### config.mk
export PLATFORM = sky130hd
export DESIGN_NAME = run_control_unit_flat
export DESIGN_NICKNAME = d
export VERILOG_FILES = /design/src/rtl/rv_dbg_pkg.sv /design/src/rtl/run_control_unit_if.sv /design/src/rtl/retire_counter.sv /design/src/rtl/run_control_unit.sv /design/src/flat_wrapper.sv
export SDC_FILE = /design/constraint.sdc
export NUM_CORES = 1
export LEC_CHECK = 0
export ABC_AREA = 1
export ABC_CLOCK_PERIOD_IN_PS = 2300
export CAP_MARGIN = 20
export CORE_MARGIN = 1.5
export CORE_UTILIZATION = 45
export DETAILED_ROUTE_END_ITERATION = 10
export GPL_TIMING_DRIVEN = 0
export PLACE_DENSITY = 0.76
export SKIP_LAST_GASP = 1
export SYNTH_ARGS = -nofsm -noshare
export SYNTH_HDL_FRONTEND = slang
export SYNTH_SLANG_ARGS = --single-unit
### constraint.sdc
create_clock -name clk_i -period 2.3 [get_ports clk_i]
set_input_delay 0.46 -clock clk_i [delete_from_list [all_inputs] [get_ports clk_i]]
set_output_delay 0.46 -clock clk_i [all_outputs]
set_load 0.05 [all_outputs]
### src/rtl/rv_dbg_pkg.sv
// Shared types and constants for the run/debug sequencer of the RV32I core.
package rv_dbg_pkg;

  typedef enum logic [1:0] {
    StHold,
    StHalted,
    StRunning,
    StStepping
  } rc_state_t;

  typedef enum logic [1:0] {
    CmdHalt  = 2'b00,
    CmdRun   = 2'b01,
    CmdStep  = 2'b10,
    CmdSetBp = 2'b11
  } rc_cmd_t;

  typedef enum logic [2:0] {
    CauseReset      = 3'b000,
    CauseHost       = 3'b001,
    CauseBreakpoint = 3'b010,
    CauseEbreak     = 3'b011,
    CauseStepDone   = 3'b100
  } rc_cause_t;

  localparam logic [31:0] EBREAK_INSN = 32'h0010_0073;

endpackage

### src/rtl/run_control_unit_if.sv
// Host command port of the run/debug sequencer: valid/ready handshake with opcode and argument.
interface run_control_unit_if;

  logic        cmd_valid;
  logic        cmd_ready;
  logic [1:0]  cmd_op;
  logic [31:0] cmd_arg;

  modport master (
    output cmd_valid,
    output cmd_op,
    output cmd_arg,
    input  cmd_ready
  );

  modport slave (
    input  cmd_valid,
    input  cmd_op,
    input  cmd_arg,
    output cmd_ready
  );

endinterface

### src/rtl/retire_counter.sv
// Free-running retired-instruction counter; wraps modulo 2^CNT_W.
module retire_counter #(
  parameter int unsigned CNT_W = 32
) (
  input  logic             clk_i,
  input  logic             rst_ni,
  input  logic             inc_i,
  output logic [CNT_W-1:0] count_o
);

  localparam logic [CNT_W-1:0] CntOne = 1;

  logic [CNT_W-1:0] count_q, count_d;

  always_comb begin
    count_d = count_q;
    if (inc_i) begin
      count_d = count_q + CntOne;
    end
  end

  always_ff @(posedge clk_i or negedge rst_ni) begin
    if (!rst_ni) begin
      count_q <= '0;
    end else begin
      count_q <= count_d;
    end
  end

  assign count_o = count_q;

endmodule

### src/rtl/run_control_unit.sv
// Run/debug sequencer: gates the core's architectural updates via core_en, handles host
// HALT/RUN/STEP/SET_BP commands, stops on PC breakpoint or EBREAK and counts retirements.
module run_control_unit
  import rv_dbg_pkg::*;
#(
  parameter int unsigned CNT_W         = 32,
  parameter int unsigned STEP_W        = 16,
  parameter int unsigned RST_HOLD      = 4,
  parameter bit          START_RUNNING = 1'b1
) (
  input  logic               clk_i,
  input  logic               rst_ni,
  run_control_unit_if.slave  cmd,
  input  logic [31:0]        pc_i,
  input  logic [31:0]        instr_i,
  output logic               core_en_o,
  output logic               halted_o,
  output logic [2:0]         halt_cause_o,
  output logic [CNT_W-1:0]   retired_o
);

  localparam int unsigned      HoldW    = (RST_HOLD > 1) ? $clog2(RST_HOLD) : 1;
  localparam logic [HoldW-1:0] HoldLast = HoldW'(RST_HOLD - 1);
  localparam logic [HoldW-1:0] HoldOne  = 1;
  localparam logic [STEP_W-1:0] StepOne = 1;

  rc_state_t         state_q, state_d;
  rc_cause_t         cause_q, cause_d;
  logic [HoldW-1:0]  hold_cnt_q, hold_cnt_d;
  logic [STEP_W-1:0] step_cnt_q, step_cnt_d;
  logic              skip_q, skip_d;
  logic              bp_en_q, bp_en_d;
  logic [31:0]       bp_addr_q, bp_addr_d;

  logic        accept;
  rc_cmd_t     op;
  logic        bp_hit;
  logic        ebreak_hit;
  logic        stop;
  logic        active;
  logic        core_en;
  logic [STEP_W-1:0] step_arg;
  logic        unused_arg;

  assign unused_arg = cmd.cmd_arg[1];

  assign cmd.cmd_ready = (state_q != StHold);
  assign accept        = cmd.cmd_valid && cmd.cmd_ready;
  assign op            = rc_cmd_t'(cmd.cmd_op);
  assign step_arg      = cmd.cmd_arg[STEP_W-1:0];

  // skip masks both stop sources for the first executed instruction after RUN/STEP.
  assign bp_hit     = bp_en_q && (pc_i == bp_addr_q);
  assign ebreak_hit = (instr_i == EBREAK_INSN);
  assign stop       = !skip_q && (bp_hit || ebreak_hit);
  assign active     = (state_q == StRunning) || (state_q == StStepping);
  assign core_en    = active && !stop;

  always_comb begin
    state_d    = state_q;
    cause_d    = cause_q;
    hold_cnt_d = hold_cnt_q;
    step_cnt_d = step_cnt_q;
    skip_d     = skip_q;
    bp_en_d    = bp_en_q;
    bp_addr_d  = bp_addr_q;

    if (core_en) begin
      skip_d = 1'b0;
    end

    if (accept && op == CmdSetBp) begin
      bp_addr_d = {cmd.cmd_arg[31:2], 2'b00};
      bp_en_d   = cmd.cmd_arg[0];
    end

    unique case (state_q)
      StHold: begin
        if (hold_cnt_q == HoldLast) begin
          state_d = START_RUNNING ? StRunning : StHalted;
        end else begin
          hold_cnt_d = hold_cnt_q + HoldOne;
        end
      end

      StHalted: begin
        if (accept && op == CmdRun) begin
          state_d = StRunning;
          skip_d  = 1'b1;
        end else if (accept && op == CmdStep) begin
          state_d    = StStepping;
          skip_d     = 1'b1;
          step_cnt_d = (step_arg == '0) ? StepOne : step_arg;
        end
      end

      StRunning, StStepping: begin
        if (stop) begin
          // The stopping instruction does not execute, so pc stays on it.
          state_d = StHalted;
          cause_d = bp_hit ? CauseBreakpoint : CauseEbreak;
        end else begin
          if (state_q == StStepping) begin
            step_cnt_d = step_cnt_q - StepOne;
          end
          if (accept && op == CmdRun) begin
            state_d = StRunning;
            skip_d  = 1'b1;
          end else if (accept && op == CmdHalt) begin
            state_d = StHalted;
            cause_d = CauseHost;
          end else if (state_q == StStepping && step_cnt_q == StepOne) begin
            state_d = StHalted;
            cause_d = CauseStepDone;
          end
        end
      end
    endcase
  end

  always_ff @(posedge clk_i or negedge rst_ni) begin
    if (!rst_ni) begin
      state_q    <= StHold;
      cause_q    <= CauseReset;
      hold_cnt_q <= '0;
      step_cnt_q <= '0;
      skip_q     <= 1'b0;
      bp_en_q    <= 1'b0;
      bp_addr_q  <= '0;
    end else begin
      state_q    <= state_d;
      cause_q    <= cause_d;
      hold_cnt_q <= hold_cnt_d;
      step_cnt_q <= step_cnt_d;
      skip_q     <= skip_d;
      bp_en_q    <= bp_en_d;
      bp_addr_q  <= bp_addr_d;
    end
  end

  retire_counter #(
    .CNT_W (CNT_W)
  ) u_retire_counter (
    .clk_i   (clk_i),
    .rst_ni  (rst_ni),
    .inc_i   (core_en),
    .count_o (retired_o)
  );

  assign core_en_o    = core_en;
  assign halted_o     = (state_q == StHold) || (state_q == StHalted);
  assign halt_cause_o = cause_q;

endmodule

### src/flat_wrapper.sv
// flat-port wrapper written by rule: the top's interface ports become plain ports
module run_control_unit_flat import rv_dbg_pkg::*;
#(
  parameter int unsigned CNT_W         = 32,
  parameter int unsigned STEP_W        = 16,
  parameter int unsigned RST_HOLD      = 4,
  parameter bit          START_RUNNING = 1'b1
)
  (clk_i, rst_ni, pc_i, instr_i, core_en_o, halted_o, halt_cause_o, retired_o, cmd_cmd_valid, cmd_cmd_op, cmd_cmd_arg, cmd_cmd_ready);
  run_control_unit_if cmd_i ();
  input  logic clk_i;
  input  logic rst_ni;
  input  logic [31:0] pc_i;
  input  logic [31:0] instr_i;
  output logic core_en_o;
  output logic halted_o;
  output logic [2:0] halt_cause_o;
  output logic [CNT_W-1:0] retired_o;
  input wire logic [$bits(cmd_i.cmd_valid)-1:0] cmd_cmd_valid;
  input wire logic [$bits(cmd_i.cmd_op)-1:0] cmd_cmd_op;
  input wire logic [$bits(cmd_i.cmd_arg)-1:0] cmd_cmd_arg;
  output wire logic [$bits(cmd_i.cmd_ready)-1:0] cmd_cmd_ready;
  assign cmd_i.cmd_valid = cmd_cmd_valid;
  assign cmd_i.cmd_op = cmd_cmd_op;
  assign cmd_i.cmd_arg = cmd_cmd_arg;
  assign cmd_cmd_ready = cmd_i.cmd_ready;
  run_control_unit #(.CNT_W(CNT_W), .STEP_W(STEP_W), .RST_HOLD(RST_HOLD), .START_RUNNING(START_RUNNING)) u_core (.clk_i(clk_i), .rst_ni(rst_ni), .cmd(cmd_i), .pc_i(pc_i), .instr_i(instr_i), .core_en_o(core_en_o), .halted_o(halted_o), .halt_cause_o(halt_cause_o), .retired_o(retired_o));
endmodule
==> impl_metrics.json, run 1 <==
{
  "routabilityCongestion": 0.919,
  "maxCapViolCount": 0,
  "setup_viol": 0,
  "cts.path.max_buffers": 2,
  "yosysUniqueCellTypes": 33,
  "grt_overflow": 0,
  "hpwlAfterDp_mm": 12.7,
  "cp_max_fo": 3,
  "yosysWarnings": 0,
  "finalHoldViolCount": 0,
  "grt_start_max_net_pins": 52,
  "critical_path.top_delay_family": "simple AND/OR/NAND/NOR gates",
  "worst_slack_ps": 17.4,
  "syn-num-nets": 909,
  "clkLatencyLatePin_ps": 350,
  "wl_per_cell_um": 15.1,
  "max_stage_delay_ps": 430,
  "worstPathArrival_ps": 1820,
  "crit_slowest_cell": "clkdlybuf4s50_1",
  "dieHeight_um": 115,
  "yosysSeqAreaShare": 0.388,
  "final_cell_area_um2": 7970,
  "drive_above_1_share": 0.153,
  "ctsHoldBuffers": 0,
  "worst_pin_slew_ps": 592,
  "yosys_register_bits": 87,
  "grt_util_all_layers": 0.282,
  "period_share": 0.992,
  "place_area_um2": 7230,
  "cts_buffers": 9,
  "layout_commonest_cell": "nand2_1",
  "initial_utilization": 0.464,
  "cts_tree": "built",
  "async_reset_ff_frac": 1.00,
  "cts_sinks": 87,
  "leakage_nw": 3.73,
  "p_per_area_nw_per_um2": 940,
  "htreeDepth": 3,
  "antenna_found_initial": 1,
  "cts_root_buf": "clkbuf_16",
  "ant_nets": 0,
  "place_ws_ps": -1030,
  "viasPerCell": 5.07,
  "crit_path_start_kind": "primary input",
  "num_rows": 40,
  "status": "completed",
  "io_buffer_count": 138,
  "coreArea_um2": 12100,
  "dieWidth_um": 115,
  "synth-main-ff-cell": "dfrtp_1",
  "worst_clock_skew_ps": 5.46,
  "ir_worst_vdd_v": 0.000542,
  "synth_edf_count": 0,
  "slew_violations": 0,
  "drt_wl_total_mm": 17.7,
  "avgSynthCellArea_um2": 6.99,
  "num_vias": 5941,
  "drtPass1Iterations": 5,
  "syn_area_um2": 5620,
  "drtIter0Drc": 376,
  "io_pins": 139,
  "clk_pin_slew_ps": 60,
  "drc": 0,
  "syn_inst": 804,
  "cp-end-kind": "primary output",
  "finalCriticalPeriod_ps": 2280,
  "fin_nets": 1102,
  "critPathKind": "primary input to primary output",
  "crit_path_cell_trace": "clkdlybuf4s50_1 -> nor2_2 -> nand4_1 -> nor3_2 -> nand3_2 -> nand2_4 -> nor2_4 -> buf_8",
  "worstHoldPathType": "primary input to async pin",
  "slew_headroom": 0.604,
  "grt_setup_unrepaired": "true",
  "worst_hold_slack_ps": 87.5,
  "grt_pass1_vias": 5983,
  "cp.required_ps": 1840,
  "final_cell_mix": "219 x nand2_1, 112 x inv_1, 96 x clkdlybuf4s50_1",
  "grt_pass1_wl_mm": 28.7,
  "fmax_mhz": 438,
  "totalPowerFinal_mw": 7.49,
  "critPathBufInv": 2,
  "area.growth.synth_to_final_pct": 42.0,
  "die-area_um2": 13200
}
-- kinds of logic after synthesis --
family / count (synthesis) / synth area share
buffers and inverters: 140 / 0.0980
adder cells (fa/ha/maj): 4 / 0.00891
AO/OA/AOI/OAI: 96 / 0.0965
AND/OR/NAND/NOR: 424 / 0.323
flip-flops: 87 / 0.388
multiplexers: 8 / 0.0160
XOR/XNOR: 45 / 0.0702
-- what timing repair did --
item / in CTS / in global routing
hold endpoints to repair: 0 / 0
pin swaps: 33 / 14
resized for setup: 78 / 15
endpoints found under the setup margin: 3 / 6
setup buffers: 43 / 1
-- cell type report --
type	instances	area, um2
Fill cell	1032	4140
Antenna cell	2	5.00
Buffer	16	85.1
Timing Repair Buffer	183	1690
Multi-Input combinational cell	577	3030
Sequential cell	87	2180
Tap cell	168	210
Clock inverter	4	53.8
Clock buffer	12	256
Inverter	123	464
-- report_power, final --
part           internal [mW]  switching (mW)
combinational           1.40            2.20
clock                  0.904           0.630
sequential              1.97           0.395
total                   4.27            3.23
-- sequential cells by signal (all words and copies together), names as in the netlist --
name                             cells
u_core.u_retire_counter.count_o     32
u_core.bp_addr_q                    30
u_core.step_cnt_q                   16
u_core.halt_cause_o                  3
u_core.hold_cnt_q                    2
u_core.state_q                       2
u_core.bp_en_q                       1
u_core.skip_q                        1
-- layer usage --
layer / track usage / up-vias / part of all wire
met2: 0.460 / 232 / 0.48
met4: 0.128 / 0 / 0.028
li1: - / 2938 / -
met5: 0 / - / 0
met1: 0.368 / 2734 / 0.43
met3: 0.0487 / 37 / 0.064
-- synth_stat cells, types with 8 or more instances --
cell	count	area share
nand2_1	229	0.15
inv_1	113	0.076
nor2_1	90	0.060
dfrtp_1	87	0.39
o21ai_0	57	0.051
xor2_1	30	0.047
nand3_1	27	0.024
nor3_1	25	0.022
nand4_1	24	0.027
a21oi_1	21	0.019
xnor2_1	15	0.023
o21ai_2	14	0.022
nor4_1	11	0.012
inv_2	9	0.0060
clkbuf_1	8	0.0053
mux2_2	8	0.016
-- path summary, 6_finish.rpt --
path	cells past startpoint	startpoint	end	slack, ps
min reg2reg	1	u_core.hold_cnt_q[0]	u_core.hold_cnt_q[0]	480
max in group asynchronous	2	rst_ni	u_core.bp_addr_q[3]	1590
max	8	instr_i[7]	core_en_o	20
min in group clk_i	1	u_core.hold_cnt_q[0]	u_core.hold_cnt_q[0]	480
min	1	rst_ni	u_core.u_retire_counter.count_o[31]	90
max reg2reg	19	u_core.bp_addr_q[14]	u_core.state_q[0]	100
-- through the flow --
step	utilization	setup TNS, ps	std cells
floorplan	-	0	804
finish	0.658	0	1172
global route	0.658	-112	1170
global placement	0.595	-221420	1110
detailed placement	0.597	-7470	1111
CTS	0.655	-36.9	1170
Note: power is estimated with default switching activity, not from simulation.
==> run 2: changes to the inputs <==
--- a/config.mk
+++ b/config.mk
@@ -8,7 +8,6 @@
 export ABC_AREA = 1
 export ABC_CLOCK_PERIOD_IN_PS = 2300
 export CAP_MARGIN = 20
-export CORE_MARGIN = 1.5
 export CORE_UTILIZATION = 45
 export DETAILED_ROUTE_END_ITERATION = 10
 export GPL_TIMING_DRIVEN = 0
==> impl_metrics.json, run 2 (same netlist as run 1, synthesis figures left out) <==
{
  "worst_hold_slack_ps": 48.3,
  "finalHoldViolCount": 0,
  "reg2reg_depth": 18,
  "cp_max_fo": 3,
  "io_pins": 139,
  "cts_tree": "built",
  "area.growth.synth_to_final_pct": 41.3,
  "viasPerCell": 5.06,
  "largest_register_ffs": 32,
  "fmax_mhz": 447,
  "hpwlAfterDp_mm": 12.7,
  "htreeDepth": 3,
  "slew_headroom": 0.603,
  "initial_utilization": 0.464,
  "ant_nets": 0,
  "dieHeight_um": 114,
  "drtIter0Drc": 434,
  "cts_buffers": 9,
  "worstHoldPathType": "primary input to async pin",
  "setup_viol": 0,
  "critPathKind": "primary input to primary output",
  "layout_commonest_cell": "nand2_1",
  "ctsHoldBuffers": 0,
  "slew_violations": 0,
  "finalCriticalPeriod_ps": 2240,
  "final_cell_mix": "223 x nand2_1, 112 x inv_1, 95 x clkdlybuf4s50_1",
  "coreArea_um2": 12100,
  "ir_worst_vdd_v": 0.000736,
  "cp-end-kind": "primary output",
  "dieWidth_um": 114,
  "drive_above_1_share": 0.147,
  "period_share": 0.973,
  "worstPathArrival_ps": 1780,
  "wl_per_cell_um": 14.7,
  "status": "completed",
  "grt_overflow": 0,
  "io_buffer_count": 138,
  "reg2reg_slack_ps": 140,
  "leakage_nw": 3.74,
  "drtPass1Iterations": 5,
  "drc": 0,
  "worst_clock_skew_ps": 6.95,
  "clkLatencyLatePin_ps": 350,
  "grt_pass1_vias": 5770,
  "grt_util_all_layers": 0.279,
  "totalPowerFinal_mw": 7.39,
  "crit_path_start_kind": "primary input",
  "nFillCells": 1045,
  "clk_pin_slew_ps": 60,
  "p_per_area_nw_per_um2": 931,
  "cp.required_ps": 1840,
  "grt_setup_unrepaired": "true",
  "antenna_found_initial": 1,
  "cts_root_buf": "clkbuf_16",
  "num_vias": 5914,
  "fin_nets": 1099,
  "cts_sinks": 87,
  "grt_start_max_net_pins": 58,
  "routabilityCongestion": 0.931,
  "cts.path.max_buffers": 2,
  "maxCapViolCount": 0,
  "worst_pin_slew_ps": 596,
  "die-area_um2": 12900,
  "num_rows": 40,
  "drt_wl_total_mm": 17.2,
  "grt_pass1_wl_mm": 27.8
}
==> run 2: area by class of cell <==
type	count	area [um2]	area share
Tap cell	168	210	0.0265
Timing Repair Buffer	180	1670	0.210
Clock buffer	13	270	0.0340
Inverter	123	464	0.0585
Sequential cell	87	2180	0.274
Buffer	16	87.6	0.0110
Clock inverter	3	40.0	0.00504
Multi-Input combinational cell	577	3020	0.380
Antenna cell	1	2.50	0.000315
==> run 2: worst paths after layout <==
check,start,end
hold / removal,rst_ni,u_core.u_retire_counter.count_o[31]
setup reg to reg,u_core.bp_addr_q[11],u_core.state_q[0]
min in group clk_i,u_core.hold_cnt_q[0],u_core.hold_cnt_q[0]
hold reg to reg,u_core.hold_cnt_q[0],u_core.hold_cnt_q[0]
max in group asynchronous,rst_ni,u_core.bp_addr_q[6]
setup / recovery,instr_i[13],core_en_o
==> run 2: what timing repair did <==
action | in CTS | in global routing
buffers inserted | 34 | 7
setup endpoints to repair | 3 | 5
pin swaps | 32 | 21
resized for setup | 74 | 17
==> run 2: metrics by stage <==
| step | worst slack (ps) | std cells | utilization | cell area, um2 | setup TNS, ps |
|---|---|---|---|---|---|
| global placement | -2510 | 1110 | 0.595 | 7210 | -223900 |
| CTS | -45.4 | 1161 | 0.649 | 7860 | -45.4 |
| detailed placement | -1030 | 1111 | 0.597 | 7230 | -7270 |
| global route | -72.1 | 1168 | 0.655 | 7940 | -78.5 |
| floorplan | 146 | 804 | - | 5620 | 0 |
| finish | 61.7 | 1168 | 0.655 | 7940 | 0 |
==> run 2: worst max-delay path, cell delays in order <==
cell             delay [ps]
clkdlybuf4s50_1         410
nor2_2                  150
nand4_1                 140
nor3_2                  150
nand3_2                 130
nand2_4                 110
nor2_4                   60
buf_8                   150
==> run 2: routing by layer <==
| metal | global-route usage | part of all wire |
|---|---|---|
| met1 | 0.363 | 0.43 |
| met2 | 0.462 | 0.48 |
| met3 | 0.0579 | 0.065 |
| met4 | 0.0939 | 0.024 |
| met5 | 0 | 0 |
==> run 2: power by group <==
part | switching, mW | internal (mW) | leakage [nW]
Clock | 0.591 | 0.927 | 0.156
Sequential | 0.390 | 1.97 | 1.07
Combinational | 2.15 | 1.37 | 2.51
Total | 3.13 | 4.27 | 3.74
==> run 3: changes to the inputs <==
--- a/config.mk
+++ b/config.mk
@@ -13,6 +13,7 @@
 export GPL_TIMING_DRIVEN = 0
 export PLACE_DENSITY = 0.76
 export SKIP_LAST_GASP = 1
+export SLEW_MARGIN = 20
 export SYNTH_ARGS = -nofsm -noshare
 export SYNTH_HDL_FRONTEND = slang
 export SYNTH_SLANG_ARGS = --single-unit
==> results of run 3 <==
Final layout, timing and power as in run 2 (identical DEF).
